[config.mk]
export PLATFORM = sky130hd
export DESIGN_NAME = dmem_arbiter
export DESIGN_NICKNAME = d
export VERILOG_FILES = /design/src/rtl/dmem_arb_pkg.sv /design/src/rtl/burst_addr_gen.sv /design/src/rtl/dmem_arbiter.sv
export SDC_FILE = /design/constraint.sdc
export NUM_CORES = 1
export LEC_CHECK = 0
export BUFFER_PORTS_ARGS = -buffer_cell sky130_fd_sc_hd__buf_4
export CORE_AREA = 2 2 120 122
export CTS_CLUSTER_DIAMETER = 80
export CTS_CLUSTER_SIZE = 10
export DETAILED_ROUTE_END_ITERATION = 8
export DIE_AREA = 0 0 122 124
export GPL_TIMING_DRIVEN = 0
export PLACE_DENSITY = 0.71
export SKIP_LAST_GASP = 1
export SYNTH_ARGS = -nofsm -noshare
export SYNTH_HDL_FRONTEND = slang
export SYNTH_SLANG_ARGS = --single-unit
[constraint.sdc]
create_clock -name clk -period 5.2 [get_ports clk]
set_input_delay 1.3 -clock clk [delete_from_list [all_inputs] [get_ports clk]]
set_output_delay 1.3 -clock clk [all_outputs]
set_load 0.005 [all_outputs]
[src/rtl/dmem_arb_pkg.sv]
// Shared types and constants for the data-memory arbiter between the CPU memory stage
// and the DMA loader port.
package dmem_arb_pkg;

  localparam int unsigned DEF_BURST_MAX = 16;
  localparam int unsigned LEN_W         = $clog2(DEF_BURST_MAX) + 1;
  localparam int unsigned WORD_BYTES    = 4;

  typedef enum logic [1:0] {
    IDLE,
    GRANT,
    BURST
  } arb_state_t;

endpackage

[src/rtl/burst_addr_gen.sv]
// DMA burst sequencer: latches base address and clamped beat count on load, then walks
// word addresses and flags the final beat.
module burst_addr_gen
  import dmem_arb_pkg::*;
#(
  parameter int unsigned ADDR_WIDTH = 32,
  parameter int unsigned BURST_MAX  = 16
) (
  input  logic                       clk,
  input  logic                       rst,
  input  logic                       load,
  input  logic                       advance,
  input  logic [ADDR_WIDTH-1:0]      base,
  input  logic [$clog2(BURST_MAX):0] len,
  output logic [ADDR_WIDTH-1:0]      addr,
  output logic                       last,
  output logic [$clog2(BURST_MAX):0] idx
);

  localparam int unsigned LenW = $clog2(BURST_MAX) + 1;

  logic [ADDR_WIDTH-1:0] baseQ;
  logic [LenW-1:0]       lenQ;
  logic [LenW-1:0]       idxQ;
  logic [LenW-1:0]       lenEff;

  // Zero-length requests still move one word; oversize requests clamp to the maximum.
  always_comb begin
    lenEff = len;
    if (len == '0) begin
      lenEff = LenW'(1);
    end else if (len > LenW'(BURST_MAX)) begin
      lenEff = LenW'(BURST_MAX);
    end
  end

  always_ff @(posedge clk or posedge rst) begin
    if (rst) begin
      baseQ <= '0;
      lenQ  <= '0;
      idxQ  <= '0;
    end else if (load) begin
      baseQ <= base;
      lenQ  <= lenEff;
      idxQ  <= '0;
    end else if (advance) begin
      idxQ <= last ? '0 : idxQ + LenW'(1);
    end
  end

  assign last = (idxQ == lenQ - LenW'(1));
  assign addr = baseQ + ADDR_WIDTH'(idxQ) * ADDR_WIDTH'(WORD_BYTES);
  assign idx  = idxQ;

endmodule

[src/rtl/dmem_arbiter.sv]
// Arbitrates datamem between the CPU memory stage and a DMA burst port.
// Optional DMEM_ARB_STARVE_EN forces a DMA grant after STARVE_LIMIT blocked cycles.
module dmem_arbiter
  import dmem_arb_pkg::*;
#(
  parameter int unsigned DATA_WIDTH   = 32,
  parameter int unsigned ADDR_WIDTH   = 32,
  parameter int unsigned BURST_MAX    = 16,
  parameter int unsigned STARVE_LIMIT = 8
) (
  input  logic                       clk,
  input  logic                       rst,
  input  logic                       cpu_req,
  input  logic                       cpu_we,
  input  logic [ADDR_WIDTH-1:0]      cpu_addr,
  input  logic [DATA_WIDTH-1:0]      cpu_wdata,
  output logic [DATA_WIDTH-1:0]      cpu_rdata,
  output logic                       cpu_stall,
  input  logic                       dma_req,
  input  logic                       dma_we,
  input  logic [ADDR_WIDTH-1:0]      dma_addr,
  input  logic [$clog2(BURST_MAX):0] dma_len,
  output logic                       dma_ack,
  input  logic [DATA_WIDTH-1:0]      dma_wdata,
  output logic                       dma_beat,
  output logic [DATA_WIDTH-1:0]      dma_rdata,
  output logic                       dma_done,
  output logic                       dma_busy,
  output logic                       mem_we,
  output logic [ADDR_WIDTH-1:0]      mem_addr,
  output logic [DATA_WIDTH-1:0]      mem_wd,
  input  logic [DATA_WIDTH-1:0]      mem_rd
);

  if (BURST_MAX < 2 || (BURST_MAX & (BURST_MAX - 1)) != 0 || STARVE_LIMIT < 1) begin : gParamCheck
    $error("dmem_arbiter: BURST_MAX must be a power of two >= 2, STARVE_LIMIT >= 1");
  end

  arb_state_t stateQ, stateD;
  logic       weQ;
  logic       load;
  logic       advance;
  logic       starveGrant;

  logic [ADDR_WIDTH-1:0]      burstAddr;
  logic                       burstLast;
  logic [$clog2(BURST_MAX):0] beatIdx;

  burst_addr_gen #(
    .ADDR_WIDTH (ADDR_WIDTH),
    .BURST_MAX  (BURST_MAX)
  ) uAddrGen (
    .clk     (clk),
    .rst     (rst),
    .load    (load),
    .advance (advance),
    .base    (dma_addr),
    .len     (dma_len),
    .addr    (burstAddr),
    .last    (burstLast),
    .idx     (beatIdx)
  );

`ifdef DMEM_ARB_STARVE_EN
  localparam int unsigned WaitW = $clog2(STARVE_LIMIT + 1);

  logic [WaitW-1:0] waitQ, waitD;

  assign starveGrant = (stateQ == IDLE) && dma_req && (waitQ == WaitW'(STARVE_LIMIT));

  always_comb begin
    waitD = waitQ;
    if (!dma_req || load) begin
      waitD = '0;
    end else if (stateQ == IDLE && cpu_req && waitQ != WaitW'(STARVE_LIMIT)) begin
      waitD = waitQ + WaitW'(1);
    end
  end

  always_ff @(posedge clk or posedge rst) begin
    if (rst) begin
      waitQ <= '0;
    end else begin
      waitQ <= waitD;
    end
  end
`else
  assign starveGrant = 1'b0;
`endif

  always_comb begin
    stateD    = stateQ;
    load      = 1'b0;
    advance   = 1'b0;
    dma_ack   = 1'b0;
    dma_beat  = 1'b0;
    dma_done  = 1'b0;
    dma_busy  = 1'b0;
    cpu_stall = 1'b0;
    mem_we    = 1'b0;
    mem_addr  = cpu_addr;
    mem_wd    = cpu_wdata;
    unique case (stateQ)
      IDLE: begin
        if (cpu_req && !starveGrant) begin
          mem_we = cpu_we;
        end else if (dma_req) begin
          // Only a starvation grant can reach here with cpu_req high.
          dma_ack   = 1'b1;
          load      = 1'b1;
          cpu_stall = cpu_req;
          stateD    = GRANT;
        end
      end
      GRANT: begin
        dma_busy  = 1'b1;
        cpu_stall = cpu_req;
        stateD    = BURST;
      end
      BURST: begin
        dma_busy  = 1'b1;
        dma_beat  = 1'b1;
        cpu_stall = cpu_req;
        advance   = 1'b1;
        mem_addr  = burstAddr;
        mem_we    = weQ;
        mem_wd    = dma_wdata;
        if (burstLast) begin
          dma_done = 1'b1;
          stateD   = IDLE;
        end
      end
      default: stateD = IDLE;
    endcase
  end

  always_ff @(posedge clk or posedge rst) begin
    if (rst) begin
      stateQ <= IDLE;
      weQ    <= 1'b0;
    end else begin
      stateQ <= stateD;
      if (load) begin
        weQ <= dma_we;
      end
    end
  end

  assign cpu_rdata = mem_rd;
  assign dma_rdata = mem_rd;

  // Every burst starts from beat zero once the dead cycle is over.
  assert property (@(posedge clk) disable iff (rst) (stateQ == GRANT) |-> (beatIdx == '0));

endmodule

# After elaboration in Yosys (flattened, before gate mapping)
# Cells that the tools add are included.
# totals
regBits	45
# op_classes
muxes	21
eq_ne	6
reduce_logical	5
add_sub_neg	3
magnitude_cmp	1
# ops
op	n
$mux 32	2
$add 32x7->32	1
$mux 5	5
$mux 1	9
$mux 2	3
$pmux 2 s3	1
$add 5x1->5 const B	1
$eq 5x5->1	1
$gt 5x5->1 const B	1
$logic_not 5->1	1
$sub 5x1->5 const B	1
$ne 2x2->1 const B	2
$reduce_and 3->1	1
$eq 2x1->1 const B	1
$eq 2x2->1 const B	1
$logic_not 2->1	1
$ne 2x1->1 const B	1
$pmux 1 s2	1
$reduce_bool 2->1	1
$reduce_or 2->1	1

# Depth between registers and ports, before layout
# depth
depth_word	5
depth_mapped	8

# Cells and area by module
# From an unflattened synthesis, not the netlist that was laid out.
# hier_totals
cells_unflattened	386
hier_area_um2	4103.9
# modules_own_cells
module	seq_area_each_um2	instances	area_each_um2	cells_per_inst
burst_addr_gen	1051.0	1	2486.1	230
dmem_arbiter	75.1	1	1617.8	156

# Least setup slack after synthesis
# OpenSTA, ideal clock, no wires.
# synth_path
path_type	flip-flop to output port
startpoint	register uAddrGen.idxQ[0] (netlist: uAddrGen.idx[0])
endpoint	output mem_addr[22]
slack_ns	1.736
path_stages_with_launch	9
required_ns	3.900
arrival_ns	2.164
path_cell_list	dfrtp_1 -> ha_1 -> fa_1 -> a211o_1 -> a21oi_1 -> buf_2 -> nor4b_1 -> xnor2_1 -> a21oi_1
# synth_between
elab_chain_cells	2
# synth_rtl
item	line_no	rtl
start: declaration	burst_addr_gen.sv:24	logic [LenW-1:0] idxQ;
start signal: assignment	burst_addr_gen.sv:47	idxQ <= last ? '0 : idxQ + LenW'(1);
$add 32x7->32	burst_addr_gen.sv:52	assign addr = baseQ + ADDR_WIDTH'(idxQ) * ADDR_WIDTH'(WORD_BYTES);
$mux 32	dmem_arbiter.sv:103	unique case (stateQ)
end: declaration	dmem_arbiter.sv:30	output logic [ADDR_WIDTH-1:0] mem_addr,
# No other way between the ends.

# Worst setup path in the final report
# Same ends and word-level chain as after synthesis.

==> out/metrics.yaml <==
path_class: "reg -> out"
slew_headroom_pct: 54.8
grt-ovfl-total: 0
core_region_area_um2: 13700
dr.first_iter.drc_count: 120
area.growth.synth_to_final_pct: 61.7
netlist_area_um2: 3950
peakVddDrop_mv: 0.125
finalInstanceArea_um2: 6380
cp_slowest_cell: "dfrtp_1"
clock-skew-final_ns: 0.00630
critPathLaunchType: "flip-flop"
power.switching_mw: 0.899
pre_cts_slack_ns: 1.06
place_area_um2: 6230
combPwrFrac_pct: 55.5
worst_pin_slew_ns: 0.679
power_frac_seq_pct: 30.6
status: "finished clean"
syn_nets: 663
fillers: 1427
grtUsageTotal_pct: 17.4
cts_tree: "done"
hold_viol: 0
initial_core_util_pct: 28.8
synth.ff_latch_count: 45
arrival_ns: 3.07
synth_top_area_share_pct: 28.5
slew_violations: 0
ant_nets: 0
syn_inst: 481
synth_most_common_cell: "nand2_1"
ys_seq_area_share_pct: 28.5
die_x_um: 122
clk_pin_slew_ns: 0.07
wire_per_inst_um: 14.5
synth_top_cell_by_area: "dfrtp_1"
dr.pass1.iters: 4
dpl.cell_count: 934
final_nets: 943
power.total_mw: 2.27
r2r_slack_ns: 3.12
synth.area.top_cells: "dfrtp_1 (29%), buf_4 (12%), mux2_2 (11%), nand2_1 (11%), xnor2_1 (6.2%)"
postCtsSetupBuffers: 0
crit_buf_inv: 2
via_count: 4136
cp_max_fo: 10
grt_first_pass_wirelength_um: 20700
grt_max_degree: 26
fin_ws_ns: 0.831
postLayoutCoreUtil_pct: 46.5
grt_pass1_vias: 4131
wirelength_um: 13700
synth-main-ff-cell: "dfrtp_1"
io_buffers: 272
numCtsBuffers: 5
stdcell_count: 942
clock_path_buffers: 2
rsz0062_at_grt: "false"
io_pins: 305
antenna_found_initial: 0
crit_top_cell: "a21oi_1"
clock-sinks: 45
p_int_mw: 1.37
cts_root_buf: "clkbuf_16"
placementRows: 43
drc: 0
setup_viol: 0
diodes: 0
min_period_ns: 4.37
hpwl_um: 11500
drive_gt1_share_pct: 52.9
hold_class: "reg -> reg"
yosys-top-cells-count: "nand2_1 (113), buf_4 (64), dfrtp_1 (45)"
dieArea_um2: 15100
synth.distinct_cells: 44
crit_required_ns: 3.90
holdBufCountCts: 0
pwr-share-clk_pct: 13.9
yosysWarnings: 0
clock_latency_ns: 0.28
die_h_um: 124
setup_tns_ns: 0
endpoint_kind: "output port"
place.gp.congestion: 0.818
htree_levels: 2
crit_family: "compound AO/OA/AOI/OAI gates"
async_flop_share_pct: 100
max_stage_delay_ns: 0.46
crit_chain: "ha_1, fa_1, a211o_1, a21oi_1, buf_2, nor4b_1, xnor2_1, a21oi_1, buf_4"
maxCapViolCount: 0
synth_edf_count: 0
max_freq_mhz: 229
switching_share_pct: 39.6
avgSynthCellArea_um2: 8.20
period_share_pct: 84.0
powerDensity_nw_per_um2: 356
total_leakage_power_nw: 3.20
whs_ns: 0.484
routed_via_density: 4.39
post_cts_resized: 0
[layer usage]
layer / track usage [%] / share of wire (%) / vias up
met3: 2.47 / 5.2 / 14
met4: 4.38 / 1.8 / 0
met1: 23.5 / 45 / 1899
li1: - / - / 2105
met5: 0 / 0 / -
met2: 29.3 / 48 / 118
[state kept, by name, summed over array words and instances (netlist names)]
name and flops:
weQ 1, uAddrGen.idx 5, stateQ 2, uAddrGen.lenQ 5, uAddrGen.baseQ 32
[worst reg2reg max path: stages, from the launching register on]
cell and delay (ns):
dfrtp_1 0.41, inv_1 0.11, ha_1 0.17, clkbuf_1 0.33, clkbuf_1 0.55, nand4_1 0.19
xor2_1 0.15, nor2_1 0.05
[worst paths after layout]
| check | from | end | depth (start not counted) |
|---|---|---|---|
| worst max-delay path | uAddrGen.idx[0] | mem_addr[22] | 9 |
| worst min-delay path | uAddrGen.baseQ[0] | uAddrGen.baseQ[0] | 2 |
| worst max register to register | stateQ[0] | uAddrGen.idx[4] | 7 |
| worst min register to register | uAddrGen.baseQ[0] | uAddrGen.baseQ[0] | 2 |
| max in group asynchronous | rst | uAddrGen.baseQ[28] | 3 |
| min in group asynchronous | rst | weQ | 2 |
[placed cells by master (no fill, tap or decap), types with 4 or more instances in the layout]
cell	netlist	layout
a2111oi_2	4	4
a211oi_1	5	5
a21o_1	4	4
a21oi_1	34	34
buf_4	64	336
clkbuf_1	18	18
clkbuf_16	0	5
dfrtp_1	45	45
ha_1	10	10
inv_1	8	7
mux2_2	40	40
nand2_1	113	113
nand3_1	6	6
nand4_1	5	5
nor2_1	35	35
o21ai_0	8	8
xnor2_1	28	28
xor2_1	7	7
[power by group through the flow]
stage               combinational (mW)  sequential [mW]  clock (mW)
floorplan                        0.740            0.656           0
global placement                  1.26            0.696           0
detailed placement                1.27            0.704           0
CTS                               1.28            0.697       0.323
global route                      1.40            0.723       0.341
finish                            1.26            0.695       0.316
[layout make-up]
class,count,area [um2],share of cell area (%)
clock inverter,3,21.3,0.333
tap,180,225,3.53
multi-input combinational,338,2200,34.5
buffer,89,586,9.18
timing repair buffer,273,2060,32.3
clock buffer,5,125,1.96
inverter,9,33.8,0.530
sequential,45,1130,17.7
[logic make-up after synthesis]
family          share of synthesized area, %
xor+xnor                                7.77
mux                                     11.4
flops                                   28.5
fa+ha+maj                               3.68
simple gates                            22.2
compound gates                          10.7
buf+inv                                 15.7
(Power assumes the default switching activity.)
